**src/rtl/hex_disp_pkg.sv**
```systemverilog
// Shared types and constants for the 7-segment display controller:
// FSM states, active-low segment codes and the double-dabble digit adjust.
package hex_disp_pkg;

  typedef enum logic [1:0] {
    ST_IDLE   = 2'd0,
    ST_SHIFT  = 2'd1,
    ST_UPDATE = 2'd2
  } state_t;

  localparam int BCD_DIGITS = 10;
  localparam int BCD_W      = 4 * BCD_DIGITS;

  localparam logic [6:0] SEG_BLANK = 7'h7F;

  // Active-low {g,f,e,d,c,b,a}; entry N is the glyph for nibble N.
  localparam logic [15:0][6:0] SEG_TABLE = {
    7'h0E, 7'h06, 7'h21, 7'h46, 7'h03, 7'h08, 7'h10, 7'h00,
    7'h78, 7'h02, 7'h12, 7'h19, 7'h30, 7'h24, 7'h79, 7'h40
  };

  // Add 3 to every BCD digit >= 5 so the following left shift carries correctly.
  function automatic logic [BCD_W-1:0] bcd_adjust(input logic [BCD_W-1:0] bcd);
    logic [BCD_W-1:0] res;
    res = bcd;
    for (int d = 0; d < BCD_DIGITS; d++) begin
      if (bcd[4*d +: 4] >= 4'd5) res[4*d +: 4] = bcd[4*d +: 4] + 4'd3;
    end
    return res;
  endfunction

endpackage

```
**src/rtl/hex_seg_decoder.sv**
```systemverilog
// Combinational nibble to active-low 7-segment decoder with a blank override.
module hex_seg_decoder
  import hex_disp_pkg::*;
(
  input  logic [3:0] nibble,
  input  logic       blank,
  output logic [6:0] seg
);

  assign seg = blank ? SEG_BLANK : SEG_TABLE[nibble];

endmodule

```
**src/rtl/hex_display_ctrl.sv**
```systemverilog
// Eight-digit 7-segment controller: shows a written word as hex (one cycle)
// or unsigned decimal via a one-shift-per-cycle double-dabble converter.
module hex_display_ctrl
  import hex_disp_pkg::*;
#(
  parameter int BLANK_LZ  = 1,
  parameter int CONV_BITS = 32
) (
  input  logic        i_clk,
  input  logic        i_reset,
  input  logic        i_wr_en,
  input  logic [31:0] i_wr_data,
  input  logic        i_mode,
  output logic        o_busy,
  output logic        o_done,
  output logic        o_ovf,
  output logic [6:0]  o_hex0,
  output logic [6:0]  o_hex1,
  output logic [6:0]  o_hex2,
  output logic [6:0]  o_hex3,
  output logic [6:0]  o_hex4,
  output logic [6:0]  o_hex5,
  output logic [6:0]  o_hex6,
  output logic [6:0]  o_hex7,
  output state_t      o_state
);

  localparam int CNT_W = $clog2(CONV_BITS + 1);

  state_t               state_q;
  logic                 mode_q;
  logic [31:0]          data_q;
  logic [BCD_W-1:0]     bcd_q;
  logic [CONV_BITS-1:0] bin_q;
  logic [CNT_W-1:0]     cnt_q;
  logic                 done_q;
  logic                 ovf_q;
  logic [6:0]           seg_q [8];
  logic [6:0]           seg_d [8];
  logic [BCD_W-1:0]     bcd_adj;

  assign bcd_adj = bcd_adjust(bcd_q);

  // A digit is blank in decimal mode when it and every digit above it are zero.
  for (genvar n = 0; n < 8; n++) begin : g_digit
    logic [3:0] nib;
    logic       blank;
    assign nib = mode_q ? bcd_q[4*n +: 4] : data_q[4*n +: 4];
    if (n == 0) begin : g_lsd
      assign blank = 1'b0;
    end else begin : g_upper
      assign blank = mode_q && (BLANK_LZ != 0) && (bcd_q[BCD_W-1:4*n] == '0);
    end
    hex_seg_decoder u_dec (
      .nibble (nib),
      .blank  (blank),
      .seg    (seg_d[n])
    );
  end

  always_ff @(posedge i_clk or posedge i_reset) begin
    if (i_reset) begin
      state_q <= ST_IDLE;
      mode_q  <= 1'b0;
      data_q  <= '0;
      bcd_q   <= '0;
      bin_q   <= '0;
      cnt_q   <= '0;
      done_q  <= 1'b0;
      ovf_q   <= 1'b0;
      for (int i = 0; i < 8; i++) seg_q[i] <= SEG_BLANK;
    end else begin
      done_q <= 1'b0;
      case (state_q)
        ST_IDLE: begin
          if (i_wr_en) begin
            mode_q  <= i_mode;
            data_q  <= i_wr_data;
            bcd_q   <= '0;
            bin_q   <= i_wr_data[CONV_BITS-1:0];
            cnt_q   <= '0;
            state_q <= i_mode ? ST_SHIFT : ST_UPDATE;
          end
        end
        ST_SHIFT: begin
          bcd_q <= {bcd_adj[BCD_W-2:0], bin_q[CONV_BITS-1]};
          bin_q <= bin_q << 1;
          cnt_q <= cnt_q + CNT_W'(1);
          if (cnt_q == CNT_W'(CONV_BITS - 1)) state_q <= ST_UPDATE;
        end
        ST_UPDATE: begin
          for (int i = 0; i < 8; i++) seg_q[i] <= seg_d[i];
          ovf_q   <= mode_q && (bcd_q[BCD_W-1:32] != '0);
          done_q  <= 1'b1;
          state_q <= ST_IDLE;
        end
        default: state_q <= ST_IDLE;
      endcase
    end
  end

  assign o_busy  = (state_q != ST_IDLE);
  assign o_done  = done_q;
  assign o_ovf   = ovf_q;
  assign o_state = state_q;
  assign o_hex0  = seg_q[0];
  assign o_hex1  = seg_q[1];
  assign o_hex2  = seg_q[2];
  assign o_hex3  = seg_q[3];
  assign o_hex4  = seg_q[4];
  assign o_hex5  = seg_q[5];
  assign o_hex6  = seg_q[6];
  assign o_hex7  = seg_q[7];

endmodule

```
**config.mk**
```make
export PLATFORM = sky130hd
export DESIGN_NAME = hex_display_ctrl
export DESIGN_NICKNAME = d
export VERILOG_FILES = /design/src/rtl/hex_disp_pkg.sv /design/src/rtl/hex_seg_decoder.sv /design/src/rtl/hex_display_ctrl.sv
export SDC_FILE = /design/constraint.sdc
export NUM_CORES = 1
export LEC_CHECK = 0
export CORE_ASPECT_RATIO = 1.75
export CORE_MARGIN = 2
export CORE_UTILIZATION = 52
export DETAILED_ROUTE_END_ITERATION = 10
export GPL_ROUTABILITY_DRIVEN = 0
export GPL_TIMING_DRIVEN = 0
export PLACE_DENSITY_LB_ADDON = 0.15
export SLEW_MARGIN = 20
export SYNTH_ARGS = -nofsm -noshare
export SYNTH_HDL_FRONTEND = slang
export SYNTH_SLANG_ARGS = --single-unit
```
**constraint.sdc**
```tcl
create_clock -name i_clk -period 7.4 [get_ports i_clk]
set_clock_uncertainty 0.2 [all_clocks]
set_input_delay 1.11 -clock i_clk [delete_from_list [all_inputs] [get_ports i_clk]]
set_output_delay 1.11 -clock i_clk [all_outputs]
set_load 0.03 [all_outputs]
```
Word-level counts from Yosys, hierarchy flattened
Memories as Yosys holds them, arrays and structs flattened. A register that Yosys moved wholly into a read port is not among the register bits.
Cells that the tools add are included.

cells by class
  add/sub/neg operators = 11
  magnitude comparators = 17
  eq/ne operators = 5
  multiplexer cells = 43
  reduce and logical (&&, ||, !) cells = 22

operators by type and width
  kind                 number
  $mux 7               14
  $pmux 40 s2          1
  $mux 4               17
  $pmux 32 s2          1
  $ge 4x3->1 const B   10
  $mux 40              1
  $add 4x2->4 const B  9
  $logic_not 36->1     1
  $lt 4x5->1 const B   7
  $logic_not 32->1     1
  $mux 32              1
  $logic_not 28->1     1
  $logic_not 24->1     1
  $logic_not 20->1     1
  $logic_not 16->1     1
  $logic_not 12->1     1
  $pmux 6 s2           1
  $logic_and 1x1->1    8
  $reduce_bool 8->1    1
  $add 6x1->6 const B  1
  $eq 6x5->1 const B   1
  $mux 2               3
  $mux 6               1
  $reduce_and 2->1     3
  9 further kinds      11

storage, ports and cells
  flip-flop bits (word level) = 164
  ROM bits = 896
  output and inout port bits = 61
  memories kept = 8

memory list
  memory            depth  width  read ports  clocked after memory_dff  write ports  RTL line               source
  (name not given)  16     7      1           1                         0            hex_seg_decoder.sv:10  assign seg = blank ? SEG_BLANK : SEG_TABLE[nibble];
  (name not given)  16     7      1           0                         0            hex_seg_decoder.sv:10
  (name not given)  16     7      1           0                         0            hex_seg_decoder.sv:10
  (name not given)  16     7      1           0                         0            hex_seg_decoder.sv:10
  (name not given)  16     7      1           0                         0            hex_seg_decoder.sv:10
  (name not given)  16     7      1           0                         0            hex_seg_decoder.sv:10
  +2 memories       --     --     --          --                        --           --

Logic depth before layout (Yosys ltp)
  word-level depth = 4
  depth in mapped cells = 10
  gate-level depth less buffers = 7

By module
A second synthesis with hierarchy kept.

unflattened totals
  cells, all modules = 978
  area total of the unflattened synthesis = 10,478.8 µm²

by module, submodules not included
  module            times used  cells an instance  area an instance (µm²)  seq. area each (µm²)
  hex_display_ctrl  1           698                8,086.5                 4,349.2
  hex_seg_decoder   8           35                 299.0                   0.0

Least setup slack after synthesis
No wires, ideal clock.

  path type = reg2out
  start = register state_q[0] (netlist: o_state[0])
  end = output o_busy
  data arrival time = 1,579 ps
  required time = 6,090 ps
  path slack = 4,511 ps
  stages on the path, launching flop included = 5
  cells stage by stage = dfrtp_1 -> clkbuf_1 -> clkbuf_1 -> clkbuf_1 -> or2_2

between the ends
  word-level cells in the longest chain between the ends = 1

ends and longest elaborated chain
  what                      RTL line                 source
  start: declaration        hex_display_ctrl.sv:30   state_t state_q;
  start signal: assignment  hex_display_ctrl.sv:82   state_q <= i_mode ? ST_SHIFT : ST_UPDATE;
  $reduce_bool 2->1         hex_display_ctrl.sv:102  assign o_busy = (state_q != ST_IDLE);
  end: declaration          hex_display_ctrl.sv:14   output logic o_busy,

No other way between the ends.

Final worst setup path
Ends and elaborated chain as after synthesis.

==> out/metrics.yaml <==
status: "finished clean"
routed_via_density: 5.68
grt_overflow: 0
drt_wl_total_um: 24700
drive_gt1_share_pct: 12.7
grt.total_usage_pct: 24.7
p_clk_share_pct: 14.1
netlist.area_leader.share_pct: 28.0
synth_nets: 1159
worst-path-max-fanout: 10
syn_inst: 1045
cts_resized: 0
rsz0062_at_grt: "no"
synth.ff_latch_count: 171
clk_path_buf_depth: 2
p_sw_share_pct: 44.7
syn_area_um2: 10300
pin_count: 97
ir_drop_v: 0.000250
grt_pass1_wl_um: 40400
critical_path_class: "reg2out"
synth_warnings: 0
crit_start: "o_state[0]$_DFFE_PP0P_"
regArea_um2: 4350
vias: 8053
clock_latency_ps: 430
netlist_top_cells_count: "nand2_1, dfrtp_1, ha_1, a21oi_1, dfstp_2"
syn_to_final_growth_pct: 18.1
grt_max_degree: 92
period_share_pct: 57.6
post_cts_buffers: 0
r2r_start: "mode_q$_DFFE_PP0P_"
hold_viol: 0
cts_tree: "done"
first_pass_iters: 5
grt_pass1_vias: 7934
ys_async_sr_fraction_pct: 100
cp.required_ps: 6090
n_fill_cell: 1719
combinationalPowerShare_pct: 57.4
wl_per_cell_um: 17.4
clk_pin_slew_ps: 70
clock_sinks: 171
synth_edf_count: 0
die_x_um: 110
synth.most_common_cell: "nand2_1"
drc: 0
dieArea_um2: 21000
insertedDiodeCount: 0
multiInputGateArea_um2: 5450
ctsHoldBuffers: 0
hold_path.class: "reg2reg"
h-tree-depth: 4
synth_cell_types: 64
core-area_um2: 19600
fin_nets: 1275
place_area_um2: 11600
fin_area_um2: 12200
worstHoldStart: "o_hex0[1]$_DFFE_PP1P_"
dr.first_iter.drc_count: 397
rows: 68
numCtsBuffers: 17
seq_area_frac_synth_pct: 42.2
io_buffers: 96
ys_top_cells_by_area: "dfrtp_1, dfstp_2, ha_1"
initial_core_util_pct: 52.6
p_switching_mw: 2.75
slew_headroom_pct: 42.3
setup_violations: 0
leakagePower_nw: 5.50
synth_area_leader_cell: "dfrtp_1"
pwr-share-seq_pct: 28.5
internal_power_mw: 3.40
clock.fmax_mhz: 235
die_y_um: 190
cts-root-buf: "clkbuf_16"
maxSlewViolCount: 0
p_per_area_nw_per_um2: 506
dp_hpwl_um: 18700
worst_pin_slew_ps: 864
final_antenna_net_count: 0
setup.worst_path.start_class: "flop"
cp.arrival_ps: 2950
fin_hold_ws_ps: 260
synth_flop_cell: "dfrtp_1"
synth.avg_cell_area_um2: 9.85
end_kind: "primary output"
antenna_found_initial: 0
maxCapViolations: 0
timing.final.crit_period_ps: 4260
[power groups by stage]
stage / sequential (mW) / combinational (mW) / clock [mW]
floorplan: 2.03 / 2.25 / 0
global placement: 1.76 / 3.44 / 0
detailed placement: 1.77 / 3.51 / 0
CTS: 1.75 / 3.53 / 0.879
global route: 1.81 / 3.88 / 0.918
finish: 1.75 / 3.53 / 0.868
[registers in the layout, indices dropped and copies added, names as in the netlist, 2 cells and up]
name and cells:
bcd_q 40, bin_q 32, cnt_q 6, data_q 32, o_hex0 7, o_hex1 7
o_hex2 7, o_hex3 7, o_hex4 7, o_hex5 7, o_hex6 7, o_hex7 7
o_state 2
[cell usage in the layout (no fill, tap or decap), types with 13 or more instances in the layout]
master and instances:
nand2_1 160, dfrtp_1 115, clkdlybuf4s50_1 96, ha_1 78, a21oi_1 66, dfstp_2 56, mux2i_1 55, o21ai_0 51
clkbuf_1 45, inv_1 44, nor2_1 41, and3b_1 34, o22ai_1 25, a31oi_1 24, o22a_1 18, clkbuf_16 17
nor3b_1 16, mux2_2 16, xnor2_1 15, nor2b_1 14, o31ai_1 14, nand2b_1 13
[per-layer routing]
metal  track usage [%]  share of wire [%]  vias up  wire, um
met5                 0                  0        -         0
met4              8.94                2.5        0       620
met3              2.57                2.5       40       626
met2              43.2                 52      135     12900
met1              31.3                 43     3921     10500
li1                  -                  -     3957         -
[path summary, 6_finish.rpt]
kind                                         end  slack (ps)  depth (start not counted)
max                                       o_busy        3140                          5
min                        o_hex0[1]$_DFFE_PP1P_         260                          2
max reg2reg                o_hex5[3]$_DFFE_PP1P_        4480                          8
min reg2reg                o_hex0[1]$_DFFE_PP1P_         260                          2
max in group asynchronous  o_hex6[4]$_DFFE_PP1P_        5190                          3
min in group asynchronous   bin_q[2]$_DFFE_PP0P_         940                          2
[per-stage QoR]
stage               util, %  setup TNS, ps  std cells  worst slack [ps]  total power, mW
global placement       59.1         -88720       1386              -788             5.20
global route           62.1              0       1418              2980             6.61
CTS                    62.1              0       1418              3120             6.16
detailed placement     59.3              0       1387              3590             5.28
finish                 62.1              0       1418              3140             6.15
floorplan                 -              0       1045              1550             4.27
[worst max-delay path, cell delays in order (launching register included)]
cell,delay (ps)
dfrtp_1,460
clkbuf_1,390
clkbuf_1,420
clkbuf_1,390
or2_2,200
clkdlybuf4s50_1,660
[layout make-up]
| class | count | share of cell area (%) |
|---|---|---|
| repair buffers | 97 | 8.13 |
| clock inverters | 12 | 0.947 |
| clock buffers | 19 | 3.64 |
| plain buffers | 65 | 2.60 |
| flip-flops and latches | 171 | 35.8 |
| multi-input cells | 760 | 44.8 |
| inverters | 49 | 1.57 |
| well taps | 245 | 2.52 |
[logic make-up after synthesis]
family	count (synthesis)	share of synthesized area [%]
buf+inv	114	4.86
simple gates	311	15.0
flops	171	42.2
xor+xnor	17	1.45
compound gates	263	16.8
fa+ha+maj	78	9.48
mux	91	10.2
(Power assumes the default switching activity.)
